### config.mk
export PLATFORM = sky130hd
export DESIGN_NAME = if_stage
export DESIGN_NICKNAME = d
export VERILOG_FILES = /design/src/rtl/if_stage.sv
export SDC_FILE = /design/constraint.sdc
export NUM_CORES = 1
export LEC_CHECK = 0
export BUFFER_PORTS_ARGS = -buffer_cell sky130_fd_sc_hd__buf_2
export CAP_MARGIN = 10
export CORE_ASPECT_RATIO = 0.8
export CORE_UTILIZATION = 30
export CTS_CLUSTER_SIZE = 14
export DETAILED_ROUTE_END_ITERATION = 6
export GPL_TIMING_DRIVEN = 0
export HOLD_SLACK_MARGIN = 0.12
export PLACE_DENSITY = 0.6
export SYNTH_ARGS = -nofsm -noshare
export SYNTH_HDL_FRONTEND = slang
export SYNTH_SLANG_ARGS = --single-unit
### constraint.sdc
create_clock -name clk -period 3.6 [get_ports clk]
set_input_delay 0.72 -clock clk [delete_from_list [all_inputs] [get_ports clk]]
set_output_delay 0.72 -clock clk [all_outputs]
set_load 0.005 [all_outputs]
### src/rtl/if_stage.sv
// ============================================================================
// Module   : if_stage
// Purpose  : Instruction fetch stage: PC register plus IF/ID pipeline register
//            with freeze, branch redirect, flush squash and a stall counter.
// Revision : 1.0
// ============================================================================
`default_nettype none

module if_stage (
    input  logic        clk,
    input  logic        rst,
    input  logic        freeze,
    input  logic        branch_taken,
    input  logic [31:0] branch_addr,
    input  logic        flush,
    output logic [31:0] imem_addr,
    input  logic [31:0] imem_instr,
    output logic [31:0] if_id_pc,
    output logic [31:0] if_id_instr,
    output logic        if_id_valid,
    output logic [15:0] stall_count
);

    localparam logic [15:0] c_stall_max = 16'hFFFF;

    logic [31:0] r_pc;
    logic [31:0] r_if_id_pc;
    logic [31:0] r_if_id_instr;
    logic        r_if_id_valid;
    logic [15:0] r_stall_count;
    logic [31:0] w_pc_plus4;

    assign w_pc_plus4 = r_pc + 32'd4;

    // Branch redirect wins over a hazard freeze.
    always_ff @(posedge clk or posedge rst) begin
        if (rst) begin
            r_pc <= 32'd0;
        end else if (branch_taken) begin
            r_pc <= {branch_addr[31:2], 2'b00};
        end else if (!freeze) begin
            r_pc <= w_pc_plus4;
        end
    end

    always_ff @(posedge clk or posedge rst) begin
        if (rst) begin
            r_if_id_pc    <= 32'd0;
            r_if_id_instr <= 32'd0;
            r_if_id_valid <= 1'b0;
        end else if (branch_taken || flush) begin
            r_if_id_pc    <= 32'd0;
            r_if_id_instr <= 32'd0;
            r_if_id_valid <= 1'b0;
        end else if (!freeze) begin
            r_if_id_pc    <= w_pc_plus4;
            r_if_id_instr <= imem_instr;
            r_if_id_valid <= 1'b1;
        end
    end

    always_ff @(posedge clk or posedge rst) begin
        if (rst) begin
            r_stall_count <= 16'd0;
        end else if (freeze && !branch_taken && (r_stall_count != c_stall_max)) begin
            r_stall_count <= r_stall_count + 16'd1;
        end
    end

    assign imem_addr   = r_pc;
    assign if_id_pc    = r_if_id_pc;
    assign if_id_instr = r_if_id_instr;
    assign if_id_valid = r_if_id_valid;
    assign stall_count = r_stall_count;

endmodule

`default_nettype wire

==> results.yml <==
outcome:
  status: "complete, no violations"
pwr:
  power_density_nw_per_um2: 406.6
  power.share.switching_pct: 28.81
  p_leak_nw: 3.499
  clockPowerShare_pct: 34.8
  comb_power_share_pct: 16.4
  switchingPower_mw: 0.8414
  ir_drop_mv: 0.1944
  pwr-share-seq_pct: 48.8
  power.internal_mw: 2.079
critical_path:
  crit_path_max_fanout: 8
  critPathTopFamily: "simple AND/OR/NAND/NOR gates"
  r2r_slack_ns: 1.32
  slowest_delay_ns: 0.66
  slowest_stage: "or4_4"
  r2r_start: "imem_addr[2]"
  crit_chain: "ha_1 > nand3_2 > or4_4 > nor3b_2 > xnor2_1 > o21a_1"
  arrival_ns: 2.53
  end_kind: "flip-flop"
  reg2reg_to: "if_id_pc[30]"
  start_kind: "flip-flop"
  critPathRequiredTime_ns: 3.85
  r2r_cells: 6
  path_class: "reg -> reg"
  path_buf_inv: 0
synthesis:
  yosysWarningCount: 0
  synth.distinct_cells: 45
  synthArstFlopShare_pct: 100.0
  synth_ff_type: "dfrtp_1"
  ys_ff_latch: 109
  syn_area_sq_um: 5654
  synth_area_per_cell_sq_um: 9.902
  ys_seq_area_share_pct: 48.24
  netlist_instances: 571
  synth_edf_count: 0
clock_tree:
  cts_made_buffers: 9
  cts_setup_buffers: 0
  cts_tree: "built"
  htree_levels: 3
  path_clk_slew_ns: 0.07
  cts_hold_buf: 0
  cts_sinks: 109
  cts_resized: 0
  cts-root-buf: "clkbuf_16"
  clock_latency_ns: 0.35
  cts_buffer_depth: 2
detailed_routing:
  routedWlPerCell_um: 15.73
  drt-initial-drc-count: 202
  vias: 4622
  ant_nets: 0
  drt-pass1-iter-count: 4
  vias_per_cell: 4.545
  drc: 0
  routed_wl_um: 16000
layout:
  nets: 830
  fillers: 1872
  syn2layout_area_growth_pct: 27.02
  drive_gt1_share_pct: 30.63
  n_antenna_cell: 0
die:
  dieArea_sq_um: 19400
  ioPinCount: 182
  initial_core_util_pct: 30.94
  die_y_um: 124.8
  die_x_um: 155.5
  coreArea_sq_um: 18280
  rows: 44
placement:
  gp_congestion: 0.7957
  io_buffer_count: 173
  dpl.hpwl_um: 12210
timing:
  skew_ns: 0.008862
  hold_viol_final: 0
  worst_pin_slew_ns: 0.7696
  hold_ws_ns: 0.3120
  fmax_ghz: 0.4387
  tns_ns: 0
  rsz0062_at_grt: "no"
  period_needed_ns: 2.279
  slew_headroom_pct: 48.69
  fin_crit_sh_pct: 63.31
  finalMaxSlewViolations: 0
  finalSetupViolations: 0
global_route:
  grt_start_max_net_pins: 87
  antenna_found_initial: 0
  grt_overflow: 0
  grt_pass1_wl_um: 25140
  grt_pass1_vias: 4475
  track_usage_pct: 16.83
flow_run:
  drv_cap: 0
hold_path:
  hp-class: "in -> async"
final cells by class:
cell class                 count  area (sq um)  share of cell area, %
multi-input combinational    402          2648                  36.86
timing repair buffer         174         893.4                  12.44
clock buffer                  10         229.0                  3.188
tap                          253         316.6                  4.408
clock inverter                 6         72.57                  1.010
sequential                   109          2728                  37.98
buffer                        45         222.7                  3.101
inverter                      18         72.57                  1.010
metal layers:
| metal | track usage (%) | vias to the layer above | part of all wire (%) |
|---|---|---|---|
| met3 | 4.419 | 12 | 6.5 |
| li1 | - | 2303 | - |
| met4 | 4.095 | 0 | 1.1 |
| met5 | 0 | - | 0 |
| met1 | 25.17 | 2163 | 52 |
| met2 | 23.79 | 144 | 40 |
kinds of logic after synthesis:
| logic type | count (synthesis) | synth area share (%) |
|---|---|---|
| AO/OA/AOI/OAI | 69 | 6.948 |
| flip-flops | 109 | 48.24 |
| multiplexers | 46 | 8.210 |
| other | 1 | 0.06632 |
| adder cells (fa/ha/maj) | 2 | 0.4425 |
| XOR/XNOR | 67 | 10.38 |
| AND/OR/NAND/NOR | 214 | 20.58 |
| buffers and inverters | 63 | 5.134 |
power groups by stage:
stage | combinational (mW) | clock, mW | sequential, mW
2_1_floorplan | 0.269 | 0 | 1.43
3_5_place_dp | 0.488 | 0 | 1.45
4_1_cts | 0.491 | 1.05 | 1.42
5_1_grt | 0.540 | 1.10 | 1.44
3_3_place_gp | 0.480 | 0 | 1.44
6_report | 0.480 | 1.02 | 1.42
worst max path at each step:
stage / start / endpoint / slack (ns) / cells past startpoint
after CTS: imem_addr[2] / if_id_pc[30] / 1.30 / 6
after global routing: imem_addr[2] / if_id_pc[24] / 1.17 / 7
after global placement: rst / imem_addr[20] / -1.51 / 2
final: imem_addr[2] / if_id_pc[30] / 1.32 / 6
after detailed placement: branch_taken / if_id_instr[31] / 1.0 / 5
after floorplan: rst / if_id_instr[0] / 0.006 / 1
synth_stat cells (all sizes together) (4+ instances only):
| library cell | n | area share (%) |
|---|---|---|
| or2 | 5 | 0.55 |
| nand4 | 21 | 3.0 |
| nand2 | 47 | 3.1 |
| nor3 | 23 | 2.8 |
| xnor2 | 38 | 5.9 |
| nand3 | 16 | 1.5 |
| or3 | 4 | 0.53 |
| o21a | 13 | 1.7 |
| dfrtp | 109 | 48 |
| nor2b | 4 | 0.44 |
| clkbuf | 24 | 1.6 |
| xor2 | 29 | 4.5 |
| a21oi | 21 | 1.9 |
| inv | 18 | 1.2 |
| nor2 | 69 | 4.6 |
| and3 | 6 | 0.66 |
| mux2i | 43 | 7.6 |
| nor4 | 12 | 2.3 |
| o21ai | 31 | 2.7 |
| buf | 21 | 2.3 |
metrics by stage:
step	utilization, %	power [mW]	setup WS (ns)	area [sq um]	std cells
after floorplan	-	1.704	0.006051	5665	574
after global placement	37.47	1.923	-1.512	6848	1000
after detailed placement	37.64	1.935	0.9984	6880	1001
after CTS	39.29	2.967	1.300	7182	1017
after global routing	39.29	3.080	1.165	7182	1017
final	39.29	2.920	1.321	7182	1017
placed cells by master, fill, tap and decap left out, types with 3 or more instances in the layout:
master | netlist | layout
clkbuf_1 | 24 | 25
o21ai_0 | 17 | 17
o21a_1 | 13 | 13
buf_2 | 7 | 180
buf_6 | 4 | 4
clkinv_4 | 0 | 3
and3_1 | 6 | 6
nand4_2 | 4 | 4
nor4_1 | 6 | 6
mux2_2 | 3 | 3
mux2i_1 | 43 | 43
inv_1 | 18 | 17
buf_1 | 6 | 6
nand3_1 | 15 | 15
buf_4 | 4 | 4
conb_1 | 1 | 4
nor3_1 | 16 | 16
or2_2 | 4 | 4
nor2b_1 | 4 | 4
nor2_1 | 69 | 69
nand4_1 | 16 | 16
a21oi_1 | 21 | 21
xor2_1 | 29 | 29
nand2_1 | 47 | 47
o21ai_1 | 14 | 14
clkbuf_16 | 0 | 9
or3_1 | 3 | 3
dfrtp_1 | 109 | 109
nor3_2 | 6 | 6
xnor2_1 | 38 | 38
nor4_2 | 4 | 4
sequential cells by signal, indices dropped and copies added (netlist names):
| name | flops |
|---|---|
| if_id_pc | 30 |
| imem_addr | 30 |
| if_id_instr | 32 |
| if_id_valid | 1 |
| stall_count | 16 |
No activity file was read; power rests on OpenSTA's default activity.
